`src/rtl/mem_access_unit_pkg.sv`:
```
// mem_access_unit_pkg
// Shared definitions for the load/store unit: opcode encodings, the access
// size field carried inside the opcode, FSM states and an opcode legality
// helper.
//
// Opcode layout:
//   [3]   store (1) / load (0)
//   [2]   zero-extend a load (LBU/LHU/LWU); 0 means sign-extend
//   [1:0] log2 of the access size in bytes
// Any encoding not listed in memacc_op_e (including MEMACC_NOP) is
// executed as a no-op.
package mem_access_unit_pkg;

  typedef enum logic [3:0] {
    MEMACC_LB  = 4'b0000,
    MEMACC_LH  = 4'b0001,
    MEMACC_LW  = 4'b0010,
    MEMACC_LD  = 4'b0011,
    MEMACC_LBU = 4'b0100,
    MEMACC_LHU = 4'b0101,
    MEMACC_LWU = 4'b0110,
    MEMACC_SB  = 4'b1000,
    MEMACC_SH  = 4'b1001,
    MEMACC_SW  = 4'b1010,
    MEMACC_SD  = 4'b1011,
    MEMACC_NOP = 4'b1111
  } memacc_op_e;

  typedef enum logic [1:0] {
    SZ_BYTE   = 2'd0,
    SZ_HALF   = 2'd1,
    SZ_WORD   = 2'd2,
    SZ_DOUBLE = 2'd3
  } memacc_size_e;

  localparam int unsigned OP_STORE_BIT = 3;
  localparam int unsigned OP_ZEXT_BIT  = 2;

  typedef enum logic {
    ST_IDLE = 1'b0,
    ST_BUS  = 1'b1
  } memacc_state_e;

  // 64-bit-only ops are legal only when the bus is 64 bits wide.
  function automatic logic memacc_op_known(input logic [3:0] op, input logic wide);
    logic known;
    case (op)
      MEMACC_LB, MEMACC_LBU, MEMACC_LH, MEMACC_LHU,
      MEMACC_LW, MEMACC_SB, MEMACC_SH, MEMACC_SW:   known = 1'b1;
      MEMACC_LWU, MEMACC_LD, MEMACC_SD:             known = wide;
      default:                                      known = 1'b0;
    endcase
    return known;
  endfunction

endpackage

```
`src/rtl/mem_lane_align.sv`:
```
// mem_lane_align
// Combinational byte-lane steering for the load/store unit.
//   lane       in  low address bits (byte offset within the bus word)
//   size       in  access size
//   zext       in  zero-extend (1) or sign-extend (0) load data
//   wdata_src  in  store source register value
//   rdata      in  raw bus read data
//   sel        out byte-lane enables
//   wdata_rep  out store data replicated across the bus word
//   misalign   out offset is not a multiple of the access size
//   load_data  out selected and extended load result
// Lane selection always uses the offset rounded down to the access size, so
// a misaligned offset that is allowed through is silently aligned.
module mem_lane_align
  import mem_access_unit_pkg::*;
#(
  parameter int unsigned DATA_WIDTH = 32
) (
  input  logic [$clog2(DATA_WIDTH/8)-1:0] lane,
  input  memacc_size_e                    size,
  input  logic                            zext,
  input  logic [DATA_WIDTH-1:0]           wdata_src,
  input  logic [DATA_WIDTH-1:0]           rdata,
  output logic [DATA_WIDTH/8-1:0]         sel,
  output logic [DATA_WIDTH-1:0]           wdata_rep,
  output logic                            misalign,
  output logic [DATA_WIDTH-1:0]           load_data
);

  localparam int unsigned SEL_WIDTH = DATA_WIDTH / 8;
  localparam int unsigned LANE_BITS = $clog2(SEL_WIDTH);
  localparam int unsigned HALF_REP  = SEL_WIDTH / 2;
  localparam int unsigned WORD_REP  = SEL_WIDTH / 4;

  logic [LANE_BITS-1:0]  size_mask;
  logic [LANE_BITS-1:0]  lane_al;
  logic [DATA_WIDTH-1:0] rd_shift;

  always_comb begin
    size_mask = '0;
    case (size)
      SZ_BYTE: size_mask = '0;
      SZ_HALF: size_mask = LANE_BITS'(1);
      SZ_WORD: size_mask = LANE_BITS'(3);
      default: size_mask = '1;
    endcase
  end

  assign misalign = |(lane & size_mask);
  assign lane_al  = lane & ~size_mask;
  assign rd_shift = rdata >> {lane_al, 3'b000};

  always_comb begin
    sel       = '0;
    wdata_rep = wdata_src;
    case (size)
      SZ_BYTE: begin
        sel       = SEL_WIDTH'(1) << lane_al;
        wdata_rep = {SEL_WIDTH{wdata_src[7:0]}};
      end
      SZ_HALF: begin
        sel       = SEL_WIDTH'(3) << lane_al;
        wdata_rep = {HALF_REP{wdata_src[15:0]}};
      end
      SZ_WORD: begin
        sel       = SEL_WIDTH'(15) << lane_al;
        wdata_rep = {WORD_REP{wdata_src[31:0]}};
      end
      default: begin
        sel       = '1;
        wdata_rep = wdata_src;
      end
    endcase
  end

  always_comb begin
    load_data = rd_shift;
    case (size)
      SZ_BYTE: begin
        if (zext) load_data = DATA_WIDTH'(rd_shift[7:0]);
        else      load_data = DATA_WIDTH'($signed(rd_shift[7:0]));
      end
      SZ_HALF: begin
        if (zext) load_data = DATA_WIDTH'(rd_shift[15:0]);
        else      load_data = DATA_WIDTH'($signed(rd_shift[15:0]));
      end
      SZ_WORD: begin
        if (zext) load_data = DATA_WIDTH'(rd_shift[31:0]);
        else      load_data = DATA_WIDTH'($signed(rd_shift[31:0]));
      end
      default: load_data = rd_shift;
    endcase
  end

endmodule

```
`src/rtl/mem_access_unit.sv`:
```
// mem_access_unit
// Multi-cycle load/store unit at the EX/MEM boundary. Accepts one op at a
// time, forms the effective address base + sext(imm), runs one req/ack bus
// transfer while stalling the pipeline, then pulses resp_valid with the
// extended load data (0 for stores) in the first IDLE cycle afterwards.
//
// Ports: clk, rst (sync, active-high), flush;
//   request : req_valid/req_ready, req_op, req_base, req_imm, req_wdata
//   pipeline: stall_req
//   bus     : bus_req, bus_we, bus_addr, bus_sel, bus_wdata, bus_rdata, bus_ack
//   response: resp_valid, resp_data, exc_misalign, exc_bus_err
//
// Build option: define MEMACC_ALIGN_EXC_EN to turn a misaligned access into
// an exc_misalign response with no bus traffic. Without it the address is
// silently aligned down to the access size and exc_misalign stays 0.
module mem_access_unit
  import mem_access_unit_pkg::*;
#(
  parameter int unsigned ADDR_WIDTH     = 32,
  parameter int unsigned DATA_WIDTH     = 32,
  parameter int unsigned TIMEOUT_CYCLES = 255
) (
  input  logic                          clk,
  input  logic                          rst,
  input  logic                          flush,
  input  logic                          req_valid,
  output logic                          req_ready,
  input  logic [3:0]                    req_op,
  input  logic [DATA_WIDTH-1:0]         req_base,
  input  logic [15:0]                   req_imm,
  input  logic [DATA_WIDTH-1:0]         req_wdata,
  output logic                          stall_req,
  output logic                          bus_req,
  output logic                          bus_we,
  output logic [ADDR_WIDTH-1:0]         bus_addr,
  output logic [DATA_WIDTH/8-1:0]       bus_sel,
  output logic [DATA_WIDTH-1:0]         bus_wdata,
  input  logic [DATA_WIDTH-1:0]         bus_rdata,
  input  logic                          bus_ack,
  output logic                          resp_valid,
  output logic [DATA_WIDTH-1:0]         resp_data,
  output logic                          exc_misalign,
  output logic                          exc_bus_err
);

  localparam int unsigned SEL_WIDTH = DATA_WIDTH / 8;
  localparam int unsigned LANE_BITS = $clog2(SEL_WIDTH);
  localparam int unsigned CNT_W     = (TIMEOUT_CYCLES > 1) ? $clog2(TIMEOUT_CYCLES + 1) : 1;
  localparam int unsigned TO_LAST   = (TIMEOUT_CYCLES == 0) ? 0 : TIMEOUT_CYCLES - 1;
  localparam bit          WIDE_BUS  = (DATA_WIDTH == 64);
`ifdef MEMACC_ALIGN_EXC_EN
  localparam bit          ALIGN_EXC = 1'b1;
`else
  localparam bit          ALIGN_EXC = 1'b0;
`endif

  memacc_state_e         state_q, state_d;
  logic [CNT_W-1:0]      cnt_q, cnt_d;
  logic                  flushed_q, flushed_d;
  logic                  resp_valid_q, resp_valid_d;
  logic                  exc_mis_q, exc_mis_d;
  logic                  exc_bus_q, exc_bus_d;
  logic [DATA_WIDTH-1:0] resp_data_q, resp_data_d;

  logic [ADDR_WIDTH-1:0] addr_q;
  logic [LANE_BITS-1:0]  lane_q;
  memacc_size_e          size_q;
  logic                  zext_q;
  logic                  store_q;
  logic [DATA_WIDTH-1:0] wdata_q;

  logic [ADDR_WIDTH-1:0] eff_addr;
  logic                  in_idle, accept, req_known, suppress;
  logic [LANE_BITS-1:0]  al_lane;
  memacc_size_e          al_size;
  logic                  al_zext, al_misalign;
  logic [SEL_WIDTH-1:0]  al_sel;
  logic [DATA_WIDTH-1:0] al_wdata, al_load;

  assign eff_addr  = ADDR_WIDTH'(req_base) + ADDR_WIDTH'($signed(req_imm));
  assign in_idle   = (state_q == ST_IDLE);
  assign accept    = in_idle && req_valid && !flush;
  assign req_known = memacc_op_known(req_op, WIDE_BUS);
  // A flush seen at any point of the transfer (including the ack cycle)
  // cancels the response, not the bus transaction.
  assign suppress  = flushed_q || flush;

  // One steering instance: in IDLE it looks at the incoming request (for the
  // misalign check), in BUS at the captured op.
  assign al_lane = in_idle ? eff_addr[LANE_BITS-1:0] : lane_q;
  assign al_size = in_idle ? memacc_size_e'(req_op[1:0]) : size_q;
  assign al_zext = in_idle ? req_op[OP_ZEXT_BIT] : zext_q;

  mem_lane_align #(
    .DATA_WIDTH (DATA_WIDTH)
  ) u_align (
    .lane      (al_lane),
    .size      (al_size),
    .zext      (al_zext),
    .wdata_src (wdata_q),
    .rdata     (bus_rdata),
    .sel       (al_sel),
    .wdata_rep (al_wdata),
    .misalign  (al_misalign),
    .load_data (al_load)
  );

  always_comb begin
    state_d      = state_q;
    cnt_d        = cnt_q;
    flushed_d    = flushed_q;
    resp_valid_d = 1'b0;
    resp_data_d  = '0;
    exc_mis_d    = 1'b0;
    exc_bus_d    = 1'b0;
    case (state_q)
      ST_IDLE: begin
        if (accept) begin
          if (!req_known) begin
            resp_valid_d = 1'b1;
          end else if (ALIGN_EXC && al_misalign) begin
            resp_valid_d = 1'b1;
            exc_mis_d    = 1'b1;
          end else begin
            state_d   = ST_BUS;
            cnt_d     = '0;
            flushed_d = 1'b0;
          end
        end
      end
      ST_BUS: begin
        if (flush) flushed_d = 1'b1;
        // Ack is checked first so it wins over a same-cycle timeout.
        if (bus_ack) begin
          state_d      = ST_IDLE;
          resp_valid_d = !suppress;
          resp_data_d  = store_q ? '0 : al_load;
        end else if ((TIMEOUT_CYCLES != 0) && (cnt_q == CNT_W'(TO_LAST))) begin
          state_d      = ST_IDLE;
          resp_valid_d = !suppress;
          exc_bus_d    = !suppress;
        end else begin
          cnt_d = cnt_q + CNT_W'(1);
        end
      end
      default: state_d = ST_IDLE;
    endcase
  end

  // Control state: reset applies here only.
  always_ff @(posedge clk) begin
    if (rst) begin
      state_q      <= ST_IDLE;
      cnt_q        <= '0;
      flushed_q    <= 1'b0;
      resp_valid_q <= 1'b0;
      exc_mis_q    <= 1'b0;
      exc_bus_q    <= 1'b0;
    end else begin
      state_q      <= state_d;
      cnt_q        <= cnt_d;
      flushed_q    <= flushed_d;
      resp_valid_q <= resp_valid_d;
      exc_mis_q    <= exc_mis_d;
      exc_bus_q    <= exc_bus_d;
    end
  end

  // Captured op and response data: unreset, every consumer is gated by state.
  always_ff @(posedge clk) begin
    if (accept) begin
      addr_q  <= {eff_addr[ADDR_WIDTH-1:LANE_BITS], {LANE_BITS{1'b0}}};
      lane_q  <= eff_addr[LANE_BITS-1:0];
      size_q  <= memacc_size_e'(req_op[1:0]);
      zext_q  <= req_op[OP_ZEXT_BIT];
      store_q <= req_op[OP_STORE_BIT];
      wdata_q <= req_wdata;
    end
    resp_data_q <= resp_data_d;
  end

  assign req_ready    = in_idle;
  assign bus_req      = (state_q == ST_BUS);
  assign stall_req    = bus_req && !flushed_q;
  assign bus_we       = bus_req && store_q;
  assign bus_addr     = bus_req ? addr_q : '0;
  assign bus_sel      = bus_req ? al_sel : '0;
  assign bus_wdata    = bus_req ? al_wdata : '0;
  assign resp_valid   = resp_valid_q;
  assign resp_data    = resp_valid_q ? resp_data_q : '0;
  assign exc_misalign = exc_mis_q;
  assign exc_bus_err  = exc_bus_q;

endmodule

```
`config.mk`:
```
export PLATFORM = sky130hd
export DESIGN_NAME = mem_access_unit
export DESIGN_NICKNAME = d
export VERILOG_FILES = /design/src/rtl/mem_access_unit_pkg.sv /design/src/rtl/mem_lane_align.sv /design/src/rtl/mem_access_unit.sv
export SDC_FILE = /design/constraint.sdc
export NUM_CORES = 1
export LEC_CHECK = 0
export CAP_MARGIN = 15
export CORE_UTILIZATION = 46
export CTS_BUF_LIST = sky130_fd_sc_hd__clkbuf_8 sky130_fd_sc_hd__clkbuf_16
export CTS_CLUSTER_SIZE = 8
export DETAILED_ROUTE_END_ITERATION = 8
export GPL_TIMING_DRIVEN = 0
export PLACE_DENSITY = 0.87
export SLEW_MARGIN = 30
export SYNTH_ARGS = -nofsm -noshare
export SYNTH_HDL_FRONTEND = slang
export SYNTH_SLANG_ARGS = --single-unit
```
`constraint.sdc`:
```
create_clock -name clk -period 6 [get_ports clk]
set_input_delay 1.2 -clock clk [delete_from_list [all_inputs] [get_ports clk]]
set_output_delay 1.2 -clock clk [all_outputs]
set_load 0.005 [all_outputs]
```
==> impl_metrics.yaml <==
status:
  outcome: "finished clean"
placement:
  placed_area_um2: 9160
  gp_congestion: 0.924
  place_hpwl_um: 14700
  pre_cts_slack_ns: 0.433
  port_buffers: 224
  dp_cells: 1109
yosys:
  synth_top_area_share_pct: 30.9
  syn_area_um2: 6610
  synth_cells: 697
  synth_top_family_by_area: "simple AND/OR/NAND/NOR gates"
  synth_common_cells: "76 x and2_1, 72 x a21oi_1, 69 x nand2_1, 68 x edfxtp_1, 51 x nor2_1"
  synth-seq-cells: 112
  synth_fa_ha_area_share_pct: 7.50
  synth.largest_area_cell: "edfxtp_1"
  synth_warnings: 0
  synth-async-reset-ratio_pct: 0
  ys_seq_area_share_pct: 44.2
  synth_cell_types: 60
  syn_avg_cell_area_um2: 9.48
  ys_top_cells_by_area: "edfxtp_1 31%, dfxtp_1 13%, and2_1 7.2%, ha_1 7.2%, a21oi_1 5.5%"
  synth-edff-count: 68
  synth-xor-area-share_pct: 4.64
  synthFlopType: "edfxtp_1"
  synth_compound_area_share_pct: 18.3
  synth_mux_area_share_pct: 2.35
  yosysMostFrequentCell: "and2_1"
  synth-simple-area-share_pct: 19.6
worst_setup_path:
  r2r-start: "bus_req"
  path_class: "in2out"
  end_kind: "output port"
  worstPathArrival_ns: 4.36
  r2r_slack_ns: 2.52
  start_kind: "input pin"
  reg2reg_to: "resp_data_q[21]"
  worst_ep_required_time_ns: 4.80
  worst-r2r-cell-count: 10
  path_max_fanout: 10
route:
  drt_pre_antenna_iters: 5
  via_per_inst: 5.39
  vias: 6073
  drc: 0
  antenna_left: 0
  wl_per_cell_um: 16.7
  drt_iter0_markers: 367
  drt_wl_total_um: 18900
job:
  maxCapViolations: 0
cts:
  ctsResizeCount: 0
  post_cts_buffers: 0
  cts.sinks: 112
  cts.clk_slew.worst_paths_ns: 0.07
  insertion_delay_ns: 0.35
  tritoncts: "yes"
  h-tree-depth: 3
  cts_buffers: 9
  cts_root_buffer: "clkbuf_16"
  hold_buffers: 0
  cts_buffer_depth: 2
sta:
  skew_ns: 0.00501
  setup_tns_ns: 0
  fmax_ghz: 0.180
  slew_viol_final: 0
  finalCriticalPeriod_ns: 5.56
  setup_violations: 0
  tightest_slew_ns: 0.722
  final.period_utilization_pct: 92.6
  finalHoldViolCount: 0
  relSlewSlack_pct: 51.7
  rsz0062_at_grt: "false"
  hold_ws_ns: 0.502
  fin_ws_ns: 0.442
floorplanning:
  row_count: 43
  die_area_um2: 14900
  dieHeight_um: 122
  ios: 228
  initial_core_util_pct: 47.4
  die_w_um: 122
  fp.coreArea_um2: 13900
pwr:
  p_switching_mw: 0.517
  comb_power_share_pct: 23.6
  switching_share_pct: 26.7
  pwr-share-seq_pct: 45.2
  power.internal_mw: 1.42
  leakagePower_nw: 3.70
  power_frac_clock_pct: 31.2
  p_per_area_nw_per_um2: 204
  vdd_ir_drop_max_v: 0.000136
final_layout:
  stdcell_area_um2: 9460
  fill_cells: 1097
  drive_above_1_share_pct: 4.34
  final_cells: 1126
  area_delta_synth_final_pct: 43.2
  layout.nets: 1100
global_route:
  grt_overflow_total: 0
  grt_pass1_vias: 5803
  grt_pass1_wl_um: 29000
  antenna_found_initial: 0
  grt_max_degree: 18
  grt_usage_pct: 25.7
min_path:
  hp-class: "reg2reg"
  min_from: "store_q"
  min_to: "resp_data_q[7]"
  hold_path_depth: 1
-- critical path, stage by stage --
cell and delay [ns]:
clkdlybuf4s50_1 0.46, ha_1 0.20, inv_1 0.07, fa_1 0.52, a211oi_4 0.35, clkbuf_4 0.28
clkbuf_1 0.38, nor2_1 0.08, a21oi_1 0.14, nor2_1 0.06, nor2_1 0.09, clkdlybuf4s50_1 0.52
-- cell type report --
cell class,count,area [um^2],area share (%)
Multi-Input combinational cell,535,3470,36.7
Buffer,38,174,1.84
Sequential cell,112,2920,30.9
Inverter,14,52.6,0.555
Timing Repair Buffer,230,2310,24.4
Clock buffer,12,267,2.82
Tap cell,180,225,2.38
Clock inverter,4,35.0,0.370
Antenna cell,1,2.50,0.0264
-- sequential cells by signal, summed over array words and instances (netlist names) --
register     cells
addr_q          30
bus_req          1
cnt_q            8
exc_bus_err      1
flushed_q        1
lane_q           2
resp_data_q     32
resp_valid       1
size_q           2
store_q          1
wdata_q         32
zext_q           1
-- power by group through the flow --
stage	clock network, mW	logic [mW]	registers, mW
6_report	0.604	0.457	0.874
5_1_grt	0.647	0.498	0.877
4_1_cts	0.615	0.454	0.874
3_5_place_dp	0	0.451	0.891
2_1_floorplan	0	0.260	0.889
3_3_place_gp	0	0.437	0.893
-- logic make-up (layout without fill, tap and decap cells) --
| group | Yosys count | after routing |
|---|---|---|
| xor gates and xnor gates | 35 | 35 |
| adders and majority gates | 39 | 39 |
| and+or+nand+nor | 253 | 253 |
| AOI/OAI and AO/OA | 190 | 190 |
| other | 1 | 4 |
| DFF | 112 | 112 |
| muxes | 15 | 15 |
| buffers and inverters | 52 | 298 |
-- cell usage in the layout, fill, tap and decap left out, types with 16 or more instances in the layout --
master,instances
xor2_1,16
nand2_1,69
clkdlybuf4s50_1,224
a22oi_1,16
a21o_1,24
ha_1,38
dfxtp_1,44
o21ai_0,24
edfxtp_1,68
clkbuf_1,29
and2_1,76
xnor2_1,19
nor2_1,51
a21oi_1,72
-- metal layers --
| metal | track usage, % | wire [um] |
|---|---|---|
| met1 | 31.5 | 7560 |
| met4 | 10.6 | 463 |
| met3 | 4.45 | 1420 |
| met5 | 0 | 0 |
| met2 | 44.4 | 9410 |
-- metrics by stage --
stage          utilization, %  power [mW]
5_1_grt                  67.9        2.02
3_5_place_dp             65.7        1.34
2_1_floorplan               -        1.15
3_3_place_gp             65.2        1.33
4_1_cts                  67.9        1.94
6_report                 67.9        1.94
-- worst max path at each step --
stage | start | to | slack (ns)
floorplan | flush | cnt_q[7] | 0.57
global placement | flush | cnt_q[7] | -1.60
detailed placement | req_imm[0] | bus_sel[2] | 0.43
CTS | req_base[0] | bus_sel[2] | 0.43
global route | req_op[0] | bus_sel[2] | 0.26
finish | req_base[0] | bus_sel[2] | 0.44
No activity file was read; power rests on OpenSTA's default activity.
